$ cat src/rtl/bcd_pkg.sv
// Shared definitions for the BCD-to-binary decoder: default size, FSM
// encoding and the digit-legality helper.
package bcd_pkg;

  // Default number of BCD digits handled by one conversion.
  localparam int DIGITS_DEFAULT = 4;

  // Largest value a legal BCD nibble may hold.
  localparam logic [3:0] MAX_DIGIT = 4'd9;

  // Threshold and correction used by the reverse double-dabble step.
  localparam logic [3:0] ADJ_THRESHOLD = 4'd8;
  localparam logic [3:0] ADJ_AMOUNT    = 4'd3;

  // Converter states: waiting, shifting, and the one-cycle result slot.
  typedef enum logic [1:0] {
    IDLE = 2'd0,
    CONV = 2'd1,
    DONE = 2'd2
  } state_t;

  // True when the nibble encodes a decimal digit 0..9.
  function automatic logic nibble_is_digit(input logic [3:0] nibble);
    return (nibble <= MAX_DIGIT);
  endfunction

endpackage

$ cat src/rtl/bcd_nibble_adjust_down.sv
// Per-nibble correction for reverse double-dabble: any nibble holding 8 or
// more after the right shift gets 3 subtracted, independently per nibble.
module bcd_nibble_adjust_down
  import bcd_pkg::*;
#(
  parameter int W = 16
) (
  input  logic [W-1:0] bcd_in,
  output logic [W-1:0] bcd_out
);

  localparam int NIBBLES = W / 4;

  for (genvar g = 0; g < NIBBLES; g++) begin : g_nibble
    logic [3:0] nib;
    logic [3:0] nib_adj;

    assign nib = bcd_in[4*g +: 4];

    // Subtract 3 (mod 16) from this nibble when it is 8 or above.
    always_comb begin
      nib_adj = nib;
      if (nib >= ADJ_THRESHOLD) begin
        nib_adj = nib - ADJ_AMOUNT;
      end
    end

    assign bcd_out[4*g +: 4] = nib_adj;
  end

endmodule

$ cat src/rtl/bcd_to_bin_converter.sv
// Sequential BCD-to-binary decoder using reverse double-dabble, one shift
// per clock, with a start/busy/done handshake and illegal-digit detection.
module bcd_to_bin_converter
  import bcd_pkg::*;
#(
  parameter int DIGITS = DIGITS_DEFAULT
) (
  input  logic                clk,
  input  logic                rst,
  input  logic                start,
  input  logic [4*DIGITS-1:0] bcd_in,
  output logic                busy,
  output logic                done,
  output logic                err,
  output logic [4*DIGITS-1:0] bin_out
);

  localparam int W     = 4 * DIGITS;
  localparam int ITER  = 4 * DIGITS;
  localparam int CNT_W = $clog2(ITER + 1);
  localparam logic [CNT_W-1:0] CNT_LAST = CNT_W'(ITER - 1);
  localparam logic [CNT_W-1:0] CNT_ONE  = CNT_W'(1);

  state_t           state_q, state_d;
  logic [2*W-1:0]   sr_q, sr_d;
  logic [CNT_W-1:0] cnt_q, cnt_d;
  logic             busy_q, busy_d;
  logic             done_q, done_d;
  logic             err_q, err_d;
  logic [W-1:0]     bin_q, bin_d;

  logic             all_valid;
  logic [2*W-1:0]   sr_shifted;
  logic [W-1:0]     upper_adj;
  logic [2*W-1:0]   sr_step;

  // Flag the incoming word as legal only if every nibble is 0..9.
  always_comb begin
    all_valid = 1'b1;
    for (int i = 0; i < DIGITS; i++) begin
      if (!nibble_is_digit(bcd_in[4*i +: 4])) begin
        all_valid = 1'b0;
      end
    end
  end

  // One reverse double-dabble step: shift right, then correct BCD nibbles.
  always_comb begin
    sr_shifted = sr_q >> 1;
  end

  bcd_nibble_adjust_down #(
    .W (W)
  ) u_adjust (
    .bcd_in  (sr_shifted[2*W-1:W]),
    .bcd_out (upper_adj)
  );

  assign sr_step = {upper_adj, sr_shifted[W-1:0]};

  // Next-state and datapath decisions; outputs are registered from state_d.
  always_comb begin
    state_d = state_q;
    sr_d    = sr_q;
    cnt_d   = cnt_q;
    err_d   = err_q;
    bin_d   = bin_q;

    case (state_q)
      IDLE: begin
        if (start) begin
          if (all_valid) begin
            sr_d    = {bcd_in, {W{1'b0}}};
            cnt_d   = '0;
            state_d = CONV;
          end else begin
            err_d   = 1'b1;
            bin_d   = '0;
            state_d = DONE;
          end
        end
      end

      CONV: begin
        sr_d  = sr_step;
        cnt_d = cnt_q + CNT_ONE;
        if (cnt_q == CNT_LAST) begin
          bin_d   = sr_step[W-1:0];
          err_d   = 1'b0;
          state_d = DONE;
        end
      end

      DONE: begin
        state_d = IDLE;
      end

      default: begin
        state_d = IDLE;
      end
    endcase

    busy_d = (state_d != IDLE);
    done_d = (state_d == DONE);
  end

  // State and output registers, cleared synchronously by rst in any state.
  always_ff @(posedge clk) begin
    if (rst) begin
      state_q <= IDLE;
      sr_q    <= '0;
      cnt_q   <= '0;
      busy_q  <= 1'b0;
      done_q  <= 1'b0;
      err_q   <= 1'b0;
      bin_q   <= '0;
    end else begin
      state_q <= state_d;
      sr_q    <= sr_d;
      cnt_q   <= cnt_d;
      busy_q  <= busy_d;
      done_q  <= done_d;
      err_q   <= err_d;
      bin_q   <= bin_d;
    end
  end

  assign busy    = busy_q;
  assign done    = done_q;
  assign err     = err_q;
  assign bin_out = bin_q;

endmodule

$ cat config.mk
export PLATFORM = sky130hd
export DESIGN_NAME = bcd_to_bin_converter
export DESIGN_NICKNAME = d
export VERILOG_FILES = /design/src/rtl/bcd_pkg.sv /design/src/rtl/bcd_nibble_adjust_down.sv /design/src/rtl/bcd_to_bin_converter.sv
export SDC_FILE = /design/constraint.sdc
export NUM_CORES = 1
export LEC_CHECK = 0
export BUFFER_PORTS_ARGS = -buffer_cell sky130_fd_sc_hd__buf_4
export CORE_UTILIZATION = 55
export CTS_CLUSTER_SIZE = 30
export DETAILED_ROUTE_END_ITERATION = 8
export PLACE_DENSITY_LB_ADDON = 0.12
export RECOVER_POWER = 50
export SLEW_MARGIN = 30
export SYNTH_ARGS = -nofsm -noshare
export SYNTH_HDL_FRONTEND = slang
export SYNTH_SLANG_ARGS = --single-unit
$ cat constraint.sdc
create_clock -name clk -period 2.7 [get_ports clk]
set_clock_uncertainty 0.1 [all_clocks]
set_input_delay 0.54 -clock clk [delete_from_list [all_inputs] [get_ports clk]]
set_output_delay 0.54 -clock clk [all_outputs]
set_load 0.03 [all_outputs]
* Yosys cells after proc, flatten, opt, wreduce, memory -nomap -nowiden
Index checks and enable logic that the tools add are counted.
** Cells by class
- $add $sub $neg :: 5
- Multiply operators :: 0
- Div/mod/pow operators :: 0
- Order comparisons :: 8
- Equality and inequality tests :: 7
- Shift-type cells :: 0
- Mux-type cells :: 26
- Bitwise logic cells :: 0
- Reduce and logical (&&, ||, !) cells :: 5
** Operators with widths (count)
- 2-to-1 mux 32 bit :: 2
- case mux 32 bit (2 select lines) :: 1
- 2-to-1 mux 16 bit :: 3
- case mux 16 bit (2 select lines) :: 1
- <= comparator 4 bit, second input constant :: 4
- 2-to-1 mux 4 bit :: 4
- >= comparator 4 bit, second input constant :: 3
- subtractor 4 x 2 -> 4 bit, second input constant :: 3
- 2-to-1 mux 5 bit :: 2
- case mux 5 bit (2 select lines) :: 1
- != test 2 bit, second input constant :: 4
- 2-to-1 mux 1 bit :: 7
- 2-to-1 mux 2 bit :: 3
- adder 5 x 1 -> 5 bit, second input constant :: 1
- == test 5 x 4 -> 1 bit, second input constant :: 1
- >= comparator 3 x 4 -> 1 bit, second input constant :: 1
- case mux 2 bit (2 select lines) :: 1
- AND reduction 4 bit :: 1
- nonzero test 2 bit :: 2
- subtractor 3 x 2 -> 4 bit, second input constant :: 1
- AND reduction 3 bit :: 1
- == test 2 x 1 -> 1 bit, second input constant :: 1
- == test 2 bit, second input constant :: 1
- zero test 2 bit :: 1
- case mux 1 bit (2 select lines) :: 1
** Word-level totals
- Register bits :: 58
- Latch bits :: 0
- Bits in writable memories :: 0
- ROM bits :: 0
- Input port bits :: 19
- Output and inout port bits :: 19
- Word-level logic and storage cells :: 58
- Memories kept :: 0

* Depth between registers and ports, before layout
Gate-level depths: netlist of the first run.
- Depth in word-level cells :: 9
- Mapped depth :: 7
- Gate-level depth less buffers :: 5

* Modules after synthesis
Synthesis of the first run repeated with hierarchy kept, for this count alone.
** Second synthesis, totals
- Cells, all modules :: 245
- Area, all modules :: 2461.1 um^2
** By module, submodules not included
- bcd_to_bin_converter :: instances 1, cells an instance 201, area an instance 2155.8 um^2
- bcd_nibble_adjust_down :: instances 1, cells an instance 44, area an instance 305.3 um^2

* Worst setup path before layout of the first run
No wires, ideal clock.
- Kind :: register to register
- Start point :: register cnt_q[0]
- End point :: register bin_q[10] (netlist: bin_out[10])
- Library setup time :: 0.060 ns
- Arrival :: 1.591 ns
- Path slack :: 0.949 ns
- Stages on the path, launching flop included :: 7
- Buffers on the path :: 1
- Period minus slack after synthesis :: 1.751 ns
- Cell sequence :: dfxtp_1 -> ha_1 -> and3_1 -> ha_1 -> a221oi_4 -> buf_6 -> a22o_1
** On the way
- Longest elaborated chain between the ends :: 3
** Ends and longest elaborated chain
- from (decl) :: line bcd_to_bin_converter.sv:26 : logic [CNT_W-1:0] cnt_q, cnt_d;
- from (signal assigned) :: line bcd_to_bin_converter.sv:120 : cnt_q <= cnt_d;
- == test 5 x 4 -> 1 bit :: line bcd_to_bin_converter.sv:87 : if (cnt_q == CNT_LAST) begin
- != test 2 bit (no source line)
- AND reduction 4 bit (no source line)
- to (signal assigned) :: line bcd_to_bin_converter.sv:124 : bin_q <= bin_d;
- to (decl) :: line bcd_to_bin_converter.sv:30 : logic [W-1:0] bin_q, bin_d;
No other way between the ends.
A chain may end at the register's enable or synchronous reset.

* Worst setup path after layout of the first run
- Start point :: register state_q[0]
- End point :: register cnt_q[0]
** On the way
- Longest elaborated chain between the ends :: 3
- Elaborated cells on any way between the ends :: 7
- Classes of those cells :: eq/ne: 3; mux: 1; reduce/logical: 3
** Ends and longest elaborated chain
- from (decl) :: line bcd_to_bin_converter.sv:24 : state_t state_q, state_d;
- from (signal assigned) :: line bcd_to_bin_converter.sv:118 : state_q <= state_d;
- == test 2 x 1 -> 1 bit or zero test 2 bit (tied branches) :: line bcd_to_bin_converter.sv:69 : case (state_q)
- nonzero test 2 bit (no source line) or != test 2 bit (tied branches)
- AND reduction 3 bit (no source line)
Parallel ways exist; a longest one is shown, timed or not.

==> results.ini, run 1 <==
[outcome]
outcome=completed

[timing]
hold_slack_ns=0.3490
hold_violations=0
fin_crit_sh=0.8398
fmax_mhz=441.0
post-route-min-period_ns=2.267
drv_slew=0
tightest_slew_ns=0.8105
rsz0062_at_grt=no
tns_ns=0
finalSetupViolCount=0
max_slew_margin=0.4585

[worst_setup_path]
cpPeakStageDelay_ns=0.70
worst-path-buf-inv=1
r2r_start=state_q[0]$_SDFF_PP0_
path_cells=nor2b_1 > a211oi_1 > clkbuf_1 > mux2_2
timing.critical_path.fanout_max=9
start_kind=register
critPathKind=register to register
critPathTopFamily=simple AND/OR/NAND/NOR gates
arrival_ns=2.39
critPathLaunch=state_q[0]$_SDFF_PP0_
setup.worst_path.end_class=register
worstPathRequired_ns=2.82
cpMaxStageDelayCell=nor2b_1

[cts]
cts_made_buffers=9
cts_tree=yes
cts.sinks=57
clkLatencyLatePin_ns=0.33
htree_levels=3
cts-resized-gates=0
cts_root_buffer=clkbuf_8
post_cts_buffers=0
hold_buffers=0
path_clk_slew_ns=0.06
clock_path_buffers=2

[die]
rows=23
die_x_microns=68.13
start_util=0.5885
core_sq_um=4086
io_pins=38
die-area_sq_um=4641
die_y_microns=68.13

[grt]
grt_overflow=0
antenna_found_initial=0
grt_pass1_wl_mm=7.817
track_usage=0.2342
grt_max_degree=31
grt_pass1_vias=1683

[placement]
port_buffers=37
hpwl_mm=3.192
gp_congestion=0.7867
placed_cell_area_sq_um=2691

[hold_path]
hp-start=cnt_q[4]$_SDFFE_PP0P_
hp-class=register to register

[layout]
drive_gt1_frac=0.2052
area_delta_synth_final_pct=16.55
num-fill-cells=358
finish.instance_area_sq_um=2803
ff_latch_area_sq_um=1141
nNetsFinal=290
postLayoutCoreUtil=0.6859
multiInputGateArea_sq_um=1109
antennaDiodeCount=0

[power_and_ir_drop]
p_int_mw=1.404
clkPwrFrac=0.436
seq_power_share=0.477
power_switching_mw=0.4474
ir_drop_mv=0.3091
combinationalPowerShare=0.087
swShare=0.2416
powerDensity_nw_per_um2=660.7
power_leakage_nw=1.098

[logic_synthesis]
synth_area_per_cell_sq_um=10.83
synth_flop_cell=dfxtp_1
ys_seq_elements=57
yosysWarnings=0
synth_edf_count=0
synth_xor_area_frac=0.02185
netlist_area_sq_um=2405
ys_seq_area_frac=0.4745
synth_top_family_by_area=compound AO/OA/AOI/OAI gates
yosys.area_share.simple=0.1041
synth_mux_area_frac=0.02966
synthAdderAreaFrac=0.04162
postSynth.asyncResetShare=0
synth-compound-area-share=0.2690
syn_inst=222
synth_nets=249
synth_cell_types=43

[route]
via_per_inst=5.830
totalWireLength_mm=4.797
drtAntennaViolNets=0
drtPass1Iterations=4
drc=0
drt-wirelength-per-cell_microns=15.08
drt-initial-drc-count=125
vias=1854

[job]
drv_cap=0

-- area by class of cell --
cell class	instances	area share
Clock inverter	5	0.01920
Multi-Input combinational cell	143	0.3955
Tap cell	50	0.02232
Timing Repair Buffer	45	0.09241
Sequential cell	57	0.4071
Clock buffer	11	0.05402
Inverter	7	0.009375
-- power by group through the flow --
stage	logic (mW)	clock network [mW]	registers (mW)
3_5_place_dp	0.168	0	0.902
6_report	0.160	0.808	0.883
2_1_floorplan	0.113	0	0.904
4_1_cts	0.169	0.819	0.883
5_1_grt	0.177	0.852	0.886
3_3_place_gp	0.165	0	0.902
-- through the flow --
stage | setup slack, ns | power (mW) | cells
2_1_floorplan | 0.9494 | 1.017 | 222
3_3_place_gp | 0.5888 | 1.067 | 302
3_5_place_dp | 0.5617 | 1.069 | 302
4_1_cts | 0.7640 | 1.871 | 318
5_1_grt | 0.3492 | 1.914 | 318
6_report | 0.4326 | 1.852 | 318
-- flip-flops by register name, indices dropped and copies added (netlist names) --
register / flops
bin_out: 16
busy: 1
cnt_q: 5
done: 1
err: 1
sr_q: 31
state_q: 2
-- metal layers --
| layer | up-vias | share of wire | track usage |
|---|---|---|---|
| met2 | 43 | 0.47 | 0.3676 |
| met4 | 0 | 0.016 | 0.1094 |
| met5 | - | 0 | 0 |
| li1 | 913 | - | - |
| met3 | 10 | 0.039 | 0.07333 |
| met1 | 888 | 0.48 | 0.2900 |
-- worst register-to-register path: stages, from the launching register on --
cell,delay [ns]
dfxtp_1,0.47
nor2b_1,0.70
a211oi_1,0.30
clkbuf_1,0.27
mux2_2,0.32
-- logic make-up (layout without fill, tap and decap cells) --
group | after synthesis | after routing
DFF | 57 | 57
adders and majority gates | 8 | 8
muxes | 7 | 7
xor gates and xnor gates | 6 | 6
and+or+nand+nor | 47 | 47
AOI/OAI and AO/OA | 75 | 75
buffers and inverters | 22 | 68
-- placed cells by master, fill, tap and decap left out, drive strengths merged, types with 6 or more instances in the layout --
cell type,instances
ha,8
nor2b,6
clkbuf,33
nor3,9
buf,23
a21oi,11
nand2,7
o221a,6
dfxtp,57
nor2,11
nand2b,7
inv,7
mux2i,6
xnor2,6
a22o,32
-- path summary, 6_finish.rpt --
check / endpoint / slack, ns / cells after the start
max: cnt_q[0]$_SDFFE_PP0P_ / 0.43 / 4
min: cnt_q[4]$_SDFFE_PP0P_ / 0.35 / 1
max reg2reg: cnt_q[0]$_SDFFE_PP0P_ / 0.43 / 4
min reg2reg: cnt_q[4]$_SDFFE_PP0P_ / 0.35 / 1
-- synthesized netlist by cell type, types with 7 or more instances --
cell      instances  area share
a21oi_1          10       0.021
ha_1              8       0.042
nor2_1            9       0.014
nand2b_1          7       0.018
a22o_1           32        0.12
dfxtp_1          57        0.47
nand2_1           7       0.011
inv_1             7       0.011
nor3_1            9       0.019
Power figures use the tool's default switching activity.
==> run 2: changes to the inputs <==
--- a/config.mk
+++ b/config.mk
@@ -5,6 +5,7 @@
 export SDC_FILE = /design/constraint.sdc
 export NUM_CORES = 1
 export LEC_CHECK = 0
+export ABC_AREA = 1
 export BUFFER_PORTS_ARGS = -buffer_cell sky130_fd_sc_hd__buf_4
 export CORE_UTILIZATION = 55
 export CTS_CLUSTER_SIZE = 30
==> constraint.sdc (replaced) <==
create_clock -name clk -period 2.1 [get_ports clk]
set_clock_uncertainty 0.1 [all_clocks]
set_input_delay 0.42 -clock clk [delete_from_list [all_inputs] [get_ports clk]]
set_output_delay 0.42 -clock clk [all_outputs]
set_load 0.03 [all_outputs]
==> run 2 against run 1 <==
Against the previous run: sequential share of layout area shrank 3.1 points; combinational power rose by 46%; final cell count up 44%; clock-buffer cell count grew 2; non-clock buffer count is 2 lower; routed wire length increased by 15%; synthesized area increased by 12%; register-to-register slack worse by 0.11 ns; maximum frequency increased by 27%; setup slack worse by 0.11 ns; clock power rose by 9.8%; critical path type unchanged; largest cell class is now multi-input combinational cells.
==> results.ini, run 2 <==
[die]
io_pins=38  ; unchanged
rows=25  ; +8.7%
die_x_microns=72.08  ; +5.8%
die_y_microns=72.08  ; +5.8%
die-area_sq_um=5196  ; +12%
core_sq_um=4723  ; +16%
start_util=0.5719  ; -0.01657

[logic_synthesis]
ys_seq_elements=57  ; unchanged
postSynth.asyncResetShare=0  ; unchanged
synth_edf_count=0  ; unchanged
netlist_area_sq_um=2701  ; +12%
synth_common_cells=nand2_1 (78), dfxtp_1 (57), a21oi_1 (49), nand3_1 (27), nor2_1 (26)
synth_area_per_cell_sq_um=7.674  ; -29%
synth_nets=379  ; +52%
syn_inst=352  ; +59%
netlist_top_cells_area=dfxtp_1 (42%), nand2_1 (11%), a21oi_1 (9.1%)
yosys.area.top_type_share=0.4224  ; -0.05209
synth_most_common_cell=nand2_1
yosys.area.top_type=dfxtp_1
synth_flop_cell=dfxtp_1
yosysWarnings=0  ; unchanged
ys_seq_area_frac=0.4224  ; -0.05209
synth_cell_types=30  ; -30%

[layout]
layout_commonest_cell=nand2_1
postLayoutCoreUtil=0.6426  ; -0.04320
area_delta_synth_final_pct=12.37
regMostFlops=sr_q
layout_common_cells=nand2_1 (80), dfxtp_1 (57), a21oi_1 (49)
antennaDiodeCount=0  ; unchanged
largest_register_ffs=31  ; unchanged
nNetsFinal=413  ; +42%
drive_gt1_frac=0.1509  ; -0.05433

[power_and_ir_drop]
finalPower_mw=2.256  ; +22%
power_leakage_nw=1.109  ; +1.0%
ir_drop_mv=0.4857  ; +57%
powerDensity_nw_per_um2=743.3  ; +12%

[route]
wl_met2_mm=2.532  ; +13%
vias=2329  ; +26%
drc=0  ; unchanged
via_per_inst=5.085  ; -13%
drt-initial-drc-count=113  ; -9.6%
drtPass1Iterations=4  ; unchanged
drt-wirelength-per-cell_microns=12.02  ; -20%
top_layer=met4
totalWireLength_mm=5.506  ; +15%
drtAntennaViolNets=0  ; unchanged
wl_met1_mm=2.678  ; +17%
wl_met3_microns=246  ; +30%

[timing]
max_slew_margin=0.6830  ; +0.2245
finalSetupViolCount=0  ; unchanged
rsz0062_at_grt=no
fin_crit_sh=0.8487  ; +0.008941
drv_slew=0  ; unchanged
tns_ns=0  ; unchanged
hold_violations=0  ; unchanged
tightest_slew_ns=0.4754  ; -0.3351 ns
worst_slack_ns=0.3177  ; -0.1149 ns
fmax_mhz=561.1  ; +27%
post-route-min-period_ns=1.782  ; -0.4851 ns

[grt]
track_usage=0.2281  ; -0.006096
grt_overflow=0  ; unchanged
grt_pass1_wl_mm=9.183  ; +17%
grt_pass1_vias=2028  ; +20%
grt_max_degree=46  ; +48%
antenna_found_initial=0  ; unchanged

[placement]
port_buffers=37  ; unchanged
gp_congestion=0.8113  ; +3.1%
dp_slack_ns=0.3075  ; -0.2542 ns
hpwl_mm=3.574  ; +12%

[cts]
hold_buffers=0  ; unchanged
cts_root_buffer=clkbuf_8
cts.sinks=57  ; unchanged
cts_made_buffers=9  ; unchanged
path_clk_slew_ns=0.06  ; about the same
htree_levels=3  ; unchanged
cts-resized-gates=0  ; unchanged
post_cts_buffers=0  ; unchanged
clkLatencyLatePin_ns=0.33  ; about the same
clock_path_buffers=2  ; unchanged
cts_tree=yes

[hold_path]
hp-class=primary input to register

[worst_setup_path]
critPathKind=register to register
start_kind=register
worstPathRequired_ns=2.20  ; -0.62 ns
setup.worst_path.end_class=register
timing.critical_path.fanout_max=19  ; +10
arrival_ns=1.89  ; -0.50 ns

[outcome]
outcome=completed

[job]
drv_cap=0  ; unchanged

-- run 2: cell count changes after synthesis, sizes merged, moves of 7 or more --
cell	change
nand4	+9
inv	+17
nand2b	-7
a21oi	+47
a22o	-32
nand3	+33
nor2	+18
nand2	+74
o21ai	+15
-- run 2: layout make-up --
cell class / instances / area, sq um
inverter: 24 / 92.59
clock buffer: 13 / 158.9
multi-input combinational: 251 / 1299
sequential: 57 / 1141
tap: 67 / 83.83
fill: 443 / 1688
clock inverter: 3 / 15.01
timing repair buffer: 43 / 245.2
-- run 2: cells by family after synthesis --
kind of cell	synth area share
AOI/OAI and AO/OA	0.1654
buffers and inverters	0.09217
DFF	0.4224
adders and majority gates	0.03706
and+or+nand+nor	0.2830
-- run 2: per-stage QoR --
step / std cells / hold WS (ns) / cell area [sq um]
after floorplan: 352 / 0.3511 / 2701
after global placement: 442 / 0.3503 / 2952
after detailed placement: 442 / 0.3500 / 2952
after CTS: 458 / 0.2677 / 3126
after global routing: 458 / 0.2844 / 3035
final: 458 / 0.2813 / 3035
-- run 2: critical path: stages, from the launching register on --
cell	delay (ns)
dfxtp_1	0.39
ha_1	0.19
nand2_1	0.07
nor2_1	0.12
ha_1	0.20
inv_1	0.06
nand2_1	0.12
nand3_4	0.22
nand2_1	0.13
a21oi_1	0.06
-- run 2: metal layers --
layer | vias up | global-route usage
met5 | - | 0
met4 | 0 | 0.08715
met3 | 5 | 0.06667
met2 | 47 | 0.3468
met1 | 1044 | 0.3069
li1 | 1233 | -
-- run 2: final timing paths --
| check | endpoint | cells after the start | startpoint | slack, ns |
|---|---|---|---|---|
| worst min-delay path | sr_q[24]$_SDFFE_PP0P_ | 3 | bcd_in[8] | 0.28 |
| worst max register to register | bin_out[11]$_SDFFE_PP0P_ | 9 | cnt_q[0]$_SDFFE_PP0P_ | 0.32 |
| worst min register to register | err$_SDFFE_PP0P_ | 2 | err$_SDFFE_PP0P_ | 0.36 |
| worst max-delay path | bin_out[11]$_SDFFE_PP0P_ | 9 | cnt_q[0]$_SDFFE_PP0P_ | 0.32 |
-- run 2: power breakdown --
group,internal (mW),switching [mW]
Combinational,0.0783,0.155
Sequential,1.11,0.0264
Clock,0.487,0.401
